[src/rtl/iob_sw_ctrl.sv]
// Transfer sequencer for the tcache I/O switch: owns the precision/route selects,
// gates the source paths and counts sink beats. Define IOB_SW_CTRL_TIMEOUT_EN for the RUN watchdog.
module iob_sw_ctrl #(
  parameter int LEN_W     = 16,
  parameter int TIMEOUT_W = 12
) (
  input  logic             clk,
  input  logic             rst_n,
  input  logic             cmd_vld,
  output logic             cmd_rdy,
  input  logic [1:0]       cmd_mode,
  input  logic             cmd_pric,
  input  logic [LEN_W-1:0] cmd_len,
  input  logic             sw_abort,
  output logic             iob_pric,
  output logic             iob_l2c_in_cfg,
  output logic             cu_path_en,
  output logic             l2in_path_en,
  input  logic             mon_out_vld,
  input  logic             mon_out_rdy,
  input  logic             mon_tc_vld,
  input  logic             mon_tc_rdy,
  input  logic             mon_tc_last,
  output logic             busy,
  output logic             done,
  output logic [2:0]       err,
  output logic             err_stray
);

  // Command handshake: a command transfers on a cycle where cmd_vld & cmd_rdy;
  // cmd_rdy depends only on state, never on cmd_vld.
  typedef enum logic [1:0] {
    S_IDLE  = 2'd0,
    S_SETUP = 2'd1,
    S_RUN   = 2'd2,
    S_DONE  = 2'd3
  } state_e;

  state_e           state_q, state_d;
  logic [1:0]       mode_q, mode_d;
  logic [LEN_W-1:0] len_q, len_d;
  logic [LEN_W-1:0] cnt_q, cnt_d;
  logic             iob_pric_q, iob_pric_d;
  logic             l2c_cfg_q, l2c_cfg_d;
  logic             cu_en_q, cu_en_d;
  logic             l2_en_q, l2_en_d;
  logic             done_q, done_d;
  logic             stray_q, stray_d;
  logic [2:0]       err_q, err_d;

  logic out_beat, tc_beat, sink_beat, in_run, at_len, wd_expired, abort_now;

  assign out_beat  = mon_out_vld & mon_out_rdy;
  assign tc_beat   = mon_tc_vld & mon_tc_rdy;
  assign sink_beat = (mode_q == 2'd0) ? out_beat : tc_beat;
  assign in_run    = (state_q == S_RUN);
  assign at_len    = (cnt_q == len_q);

`ifdef IOB_SW_CTRL_TIMEOUT_EN
  logic [TIMEOUT_W-1:0] wd_q, wd_d;

  always_comb begin
    wd_d = wd_q;
    if (!in_run || sink_beat) begin
      wd_d = '0;
    end else begin
      wd_d = wd_q + 1'b1;
    end
  end

  // A beat arriving on the terminal count keeps the transfer alive.
  assign wd_expired = in_run & ~sink_beat & (&wd_q);

  always_ff @(posedge clk or negedge rst_n) begin
    if (!rst_n) begin
      wd_q <= '0;
    end else begin
      wd_q <= wd_d;
    end
  end
`else
  assign wd_expired = 1'b0;
`endif

  assign abort_now = sw_abort | wd_expired;

  always_comb begin
    state_d    = state_q;
    mode_d     = mode_q;
    len_d      = len_q;
    cnt_d      = cnt_q;
    iob_pric_d = iob_pric_q;
    l2c_cfg_d  = l2c_cfg_q;
    err_d      = 3'b000;
    stray_d    = (out_beat | tc_beat) & ~in_run;

    case (state_q)
      S_IDLE: begin
        if (cmd_vld) begin
          if (cmd_mode == 2'd3) begin
            err_d[0] = 1'b1;
          end else begin
            mode_d     = cmd_mode;
            len_d      = cmd_len;
            // Selects change only on the accept edge so they are stable during SETUP.
            iob_pric_d = cmd_pric;
            l2c_cfg_d  = (cmd_mode == 2'd2);
            state_d    = S_SETUP;
          end
        end
      end
      S_SETUP: begin
        cnt_d = '0;
        if (sw_abort) begin
          err_d[2] = 1'b1;
          state_d  = S_IDLE;
        end else begin
          state_d = S_RUN;
        end
      end
      S_RUN: begin
        if (sink_beat && (mode_q != 2'd0) && (mon_tc_last != at_len)) begin
          err_d[1] = 1'b1;
        end
        if (abort_now) begin
          err_d[2] = 1'b1;
          state_d  = S_IDLE;
        end else if (sink_beat) begin
          if (at_len) begin
            state_d = S_DONE;
          end else begin
            cnt_d = cnt_q + 1'b1;
          end
        end
      end
      S_DONE: begin
        state_d = S_IDLE;
      end
      default: begin
        state_d = S_IDLE;
      end
    endcase

    // Enables and done are registered images of the next state.
    cu_en_d = (state_d == S_RUN) & (mode_d != 2'd1);
    l2_en_d = (state_d == S_RUN) & (mode_d != 2'd0);
    done_d  = (state_d == S_DONE);
  end

  always_ff @(posedge clk or negedge rst_n) begin
    if (!rst_n) begin
      state_q    <= S_IDLE;
      mode_q     <= 2'd0;
      len_q      <= '0;
      cnt_q      <= '0;
      iob_pric_q <= 1'b0;
      l2c_cfg_q  <= 1'b0;
      cu_en_q    <= 1'b0;
      l2_en_q    <= 1'b0;
      done_q     <= 1'b0;
      stray_q    <= 1'b0;
      err_q      <= 3'b000;
    end else begin
      state_q    <= state_d;
      mode_q     <= mode_d;
      len_q      <= len_d;
      cnt_q      <= cnt_d;
      iob_pric_q <= iob_pric_d;
      l2c_cfg_q  <= l2c_cfg_d;
      cu_en_q    <= cu_en_d;
      l2_en_q    <= l2_en_d;
      done_q     <= done_d;
      stray_q    <= stray_d;
      err_q      <= err_d;
    end
  end

  assign cmd_rdy        = (state_q == S_IDLE);
  assign busy           = (state_q != S_IDLE);
  assign iob_pric       = iob_pric_q;
  assign iob_l2c_in_cfg = l2c_cfg_q;
  assign cu_path_en     = cu_en_q;
  assign l2in_path_en   = l2_en_q;
  assign done           = done_q;
  assign err            = err_q;
  assign err_stray      = stray_q;

endmodule

[config.mk]
export PLATFORM = sky130hd
export DESIGN_NAME = iob_sw_ctrl
export DESIGN_NICKNAME = d
export VERILOG_FILES = /design/src/rtl/iob_sw_ctrl.sv
export SDC_FILE = /design/constraint.sdc
export NUM_CORES = 1
export LEC_CHECK = 0
export BUFFER_PORTS_ARGS = -buffer_cell sky130_fd_sc_hd__clkbuf_2
export CORE_MARGIN = 1.5
export CORE_UTILIZATION = 55
export DETAILED_ROUTE_END_ITERATION = 10
export HOLD_SLACK_MARGIN = 0.1
export PLACE_DENSITY = 0.79
export SYNTH_ARGS = -nofsm -noshare
export SYNTH_HDL_FRONTEND = slang
export SYNTH_SLANG_ARGS = --single-unit
[constraint.sdc]
create_clock -name clk -period 2.15 [get_ports clk]
set_clock_uncertainty 0.05 [all_clocks]
set_input_delay 0.1075 -clock clk [delete_from_list [all_inputs] [get_ports clk]]
set_output_delay 0.1075 -clock clk [all_outputs]
set_load 0.1 [all_outputs]
==> impl_metrics.toml, run 1 <==
[power_and_ir_drop]
ir_drop_mv = 1.06
power.static_leakage_nw = 1.26
power.density_nw_per_um2 = 1120
total_power_mw = 3.20

[die]
dieArea_um2 = 4390
die_w_um = 66.2
die_h_um = 66.2
ios = 39
initial_utilization_pct = 58.8
fp-row-count = 22
core_area_um2 = 3740

[setup_path]
r2r_setup_slack_ns = 0.10
critical_path_class = "reg -> reg"
r2r-start = "state_q[0]"
worstSetupStartpoint = "state_q[0]"
end_kind = "flop"
cp_max_fo = 11
r2r-end = "cnt_q[14]"
r2r_cells = 8
cp_data_arrival_time_ns = 2.23
startpoint_type = "flop"
critPathCapture = "cnt_q[14]"
required_ns = 2.33

[route]
dr.pass1.iters = 4
via_count = 1784
wl_met2_um = 2430
wl_um = 4760
ant_nets = 0
wl_met3_um = 161
remaining_drc_errors = 0
drt_iter0_markers = 107
top_layer = "met4"
met1_length_um = 2070
wl_per_cell_um = 14.9
vias_per_cell = 5.58

[yosys]
ys.flop_type = "dfrtp_1"
synth_area_per_cell_um2 = 11.0
ys_seq_elements = 45
synth_most_common_cell = "dfrtp_1"
synth.yosys.seq_area_share_pct = 51.2
synth_common_cells = "45 x dfrtp_1, 17 x mux2_2, 17 x xnor2_1, 13 x a21oi_1"
synth-async-reset-ratio_pct = 100
synth_top_area_share_pct = 51.2
synth_top_cell_by_area = "dfrtp_1"
ys_warn_count = 0
yosysUniqueCellTypes = 39
post_synth_inst_count = 200
syn_area_um2 = 2200
synth_nets = 232
synth_edf_count = 0
synth_area_leaders = "dfrtp_1 51%, mux2_2 8.7%, xnor2_1 6.8%"

[clock_network]
clk_pin_slew_ns = 0.08
cts-resized-gates = 0
cts_setup_buffers = 0
clock_path_buffers = 2
htree_num_levels = 2
cts_tree = "done"
cts-root-buf = "clkbuf_8"
clk-insertion-delay-late_ns = 0.30
cts_buffers = 5
cts.sinks = 45
postCtsHoldBufs = 26

[timing]
min_period_ns = 2.05
rsz0062_at_grt = "false"
hold_ws_ns = 0.112
fin_crit_sh_pct = 95.3
max_slew_margin_pct = 61.3
tns_ns = 0
timing.fmax_ghz = 0.488
maxSlewViolCount = 0
finalWorstSetupSlack_ns = 0.100
worst_slew_pin_slew_ns = 0.581
finalSetupViolations = 0
finalHoldViolCount = 0

[grt]
antenna_found_initial = 0
first_global_vias = 1762
grt_overflow_total = 0
grt_max_degree = 24
grt_first_pass_wirelength_um = 7930
grt_usage_pct = 24.5

[layout]
drive_gt1_share_pct = 28.3
num_antenna_cells = 0
fill_cells = 267
fin_nets = 305
syn_to_final_growth_pct = 29.4

[hold_path]
hold_class = "in -> reg"

[place]
pre_cts_slack_ns = 0.194
portBuffers = 38
hpwl_um = 3290
gp_congestion = 0.870

[run_status]
status = "finished clean"

[run]
cap_violations = 0
## worst min-delay path by stage
stage | startpoint | endpoint | slack (ns) | depth (start not counted)
after floorplan | rst_n | cnt_q[0] | -0.24 | 0
after global placement | rst_n | iob_l2c_in_cfg | 0.08 | 1
after detailed placement | rst_n | err[0] | 0.08 | 1
after CTS | mon_tc_vld | err[1] | 0.11 | 3
after global routing | mon_tc_vld | err[1] | 0.12 | 3
final | mon_tc_vld | err[1] | 0.11 | 3
## through the flow
step / instance area [µm²] / util [%] / std cells
6_report: 2850 / 76.0 / 320
5_1_grt: 2850 / 76.0 / 320
4_1_cts: 2850 / 76.0 / 320
3_5_place_dp: 2510 / 67.1 / 288
3_3_place_gp: 2510 / 67.1 / 288
2_1_floorplan: 2220 / - / 200
## sequential cells by signal, indices dropped and copies added (netlist names)
register	cells
l2in_path_en	1
state_q	2
iob_pric	1
cu_path_en	1
err	3
len_q	16
err_stray	1
iob_l2c_in_cfg	1
mode_q	2
cnt_q	16
done	1
## power breakdown
part	internal [mW]	total (mW)	leakage, nW	switching [mW]
Combinational	0.494	1.47	0.640	0.977
Clock	0.214	0.481	0.0399	0.267
Sequential	1.09	1.25	0.579	0.159
Total	1.80	3.20	1.26	1.40
## worst max-delay path, cell delays in order (launching register included)
cell and delay, ns:
dfrtp_1 0.40, inv_1 0.13, ha_1 0.18, nand2b_1 0.10, a21oi_1 0.18, buf_4 0.21, nand3_1 0.13, or3_2 0.45
a21oi_1 0.15
## layout by cell type, fill, tap and decap left out, types with 2 or more instances in the layout
| cell type | instances |
|---|---|
| clkbuf_2 | 38 |
| ha_1 | 3 |
| nand2b_1 | 4 |
| dlygate4sd3_1 | 26 |
| buf_4 | 7 |
| o21ai_0 | 11 |
| o211ai_1 | 3 |
| mux2i_1 | 2 |
| nand2_1 | 11 |
| dfrtp_1 | 45 |
| nor2_1 | 9 |
| nand4_1 | 8 |
| nand3_1 | 10 |
| a21oi_1 | 13 |
| o31ai_1 | 4 |
| or3_1 | 11 |
| mux2_2 | 17 |
| clkbuf_8 | 5 |
| xnor2_1 | 17 |
| inv_1 | 4 |
| and3_2 | 2 |
## final cells by class
class                   instances  area, µm²  area share (%)
multi-input cells             144       1040            36.5
well taps                      48       60.1            2.11
repair buffers                 72        523            18.4
flip-flops and latches         45       1130            39.6
clock inverters                 1       5.00           0.176
inverters                       5       22.5           0.792
clock buffers                   5       68.8            2.42
## cells by family (layout without fill, tap and decap cells)
family | after synthesis | count (layout) | share of synthesized area (%)
xor+xnor | 17 | 17 | 6.77
simple gates | 66 | 66 | 17.3
fa+ha+maj | 4 | 4 | 2.28
mux | 19 | 19 | 9.61
flops | 45 | 45 | 51.2
buf+inv | 11 | 83 | 2.50
compound gates | 38 | 38 | 10.4
## metal layers
layer	vias to the layer above	GRT usage (%)
met5	-	0
met4	0	11.2
met3	12	4.09
met2	33	41.9
met1	872	30.0
li1	867	-
Power figures use the tool's default switching activity.
==> inputs of run 2 (changes only) <==
==> constraint.sdc (replaced) <==
create_clock -name clk -period 2.15 [get_ports clk]
set_clock_uncertainty 0.05 [all_clocks]
set_input_delay 0.645 -clock clk [delete_from_list [all_inputs] [get_ports clk]]
set_output_delay 0.645 -clock clk [all_outputs]
set_load 0.1 [all_outputs]
==> impl_metrics.toml, run 2 (same netlist as run 1, synthesis figures left out) <==
[layout]
final_common_cell = "dfrtp_1"
num_antenna_cells = 0
final_util_pct = 69.6
syn_to_final_growth_pct = 18.5
fin_nets = 277
final_cell_mix = "45 x dfrtp_1, 36 x clkbuf_2, 17 x xnor2_1, 17 x mux2_2, 13 x a21oi_1"
fin_area_um2 = 2610
drive_gt1_share_pct = 31.3
fin_cells = 294

[timing]
rsz0062_at_grt = "false"
fin_crit_sh_pct = 95.4
tns_ns = 0
timing.fmax_ghz = 0.487
worst_slew_pin_slew_ns = 0.564
maxSlewViolCount = 0
finalSetupViolations = 0
min_period_ns = 2.05
finalHoldViolCount = 0
hold_ws_ns = 0.367
max_slew_margin_pct = 62.4

[setup_path]
r2r-start = "state_q[0]"
r2r_setup_slack_ns = 0.15
startpoint_type = "flop"
cp_data_arrival_time_ns = 1.36
crit_chain = "inv_1 > ha_4 > clkinvlp_4 > buf_6"
critical_path_class = "reg -> out"
required_ns = 1.45
end_kind = "output port"
r2r_cells = 7
r2r-end = "cnt_q[6]"
cp_max_fo = 5
cp_slowest_cell = "dfrtp_1"
crit_path_max_incr_delay_ns = 0.40

[clock_network]
cts_buffers = 5
clock_path_buffers = 2
cts_tree = "done"
cts_setup_buffers = 0
htree_num_levels = 2
clk_pin_slew_ns = 0.08
clk-insertion-delay-late_ns = 0.29
cts-root-buf = "clkbuf_8"
postCtsHoldBufs = 0
cts-resized-gates = 1
cts.sinks = 45

[route]
dr.pass1.iters = 5
remaining_drc_errors = 0
via_count = 1679
vias_per_cell = 5.71
drt_iter0_markers = 123
wl_per_cell_um = 15.1
ant_nets = 0
wl_um = 4430

[die]
initial_utilization_pct = 58.8
fp-row-count = 22
die_w_um = 66.2
dieArea_um2 = 4390
die_h_um = 66.2
ios = 39
core_area_um2 = 3740

[place]
dp.cells = 286
placed_cell_area_um2 = 2500
portBuffers = 38
gp_congestion = 0.818
hpwl_um = 3300

[run_status]
status = "finished clean"

[hold_path]
hold_class = "in -> async"

[run]
cap_violations = 0

[grt]
antenna_found_initial = 0
grt_first_pass_wirelength_um = 7580
grt_overflow_total = 0
grt_usage_pct = 23.1
first_global_vias = 1717
grt_max_degree = 46

[power_and_ir_drop]
power.density_nw_per_um2 = 1260
power.static_leakage_nw = 1.16
ir_drop_mv = 1.26
run 2: worst max path at each step:
stage / from / to / slack [ns]
2_1_floorplan: state_q[0] / cu_path_en / 0.04
3_3_place_gp: sw_abort / cnt_q[6] / 0.09
3_5_place_dp: sw_abort / cnt_q[6] / 0.05
4_1_cts: state_q[0] / busy / 0.001
5_1_grt: state_q[0] / cnt_q[6] / 0.006
6_report: state_q[0] / busy / 0.1
run 2: stage by stage:
step                setup slack (ns)  power (mW)
detailed placement            0.0514        2.73
global route                 0.00622        3.45
finish                        0.0980        3.27
floorplan                     0.0374        2.39
CTS                          0.00136        3.30
global placement              0.0856        2.68
run 2: routing by layer:
layer  wire, µm  global-route usage, %  up-vias
li1           -                      -      819
met1       1870                   29.4      815
met4         43                   6.12        0
met5          0                      0        -
met2       2290                   39.0       41
met3        219                   6.30        4
run 2: where the power goes:
| part | switching [mW] | total (mW) | internal (mW) |
|---|---|---|---|
| clock network | 0.265 | 0.555 | 0.290 |
| logic | 0.968 | 1.47 | 0.503 |
| registers | 0.156 | 1.25 | 1.09 |
| total | 1.39 | 3.27 | 1.88 |
run 2: critical path: cells and delay by family, from the launching register on:
kind	cells	cell delay (ns)
flip-flops	1	0.40
buffers and inverters	3	0.45
adder cells (fa/ha/maj)	1	0.21
run 2: area by class of cell:
cell class | instances | area [µm²]
inverters | 5 | 22.5
repair buffers | 44 | 256
fillers | 310 | 1140
multi-input cells | 144 | 1040
flip-flops and latches | 45 | 1130
clock inverters | 1 | 5.00
well taps | 48 | 60.1
clock buffers | 7 | 96.3
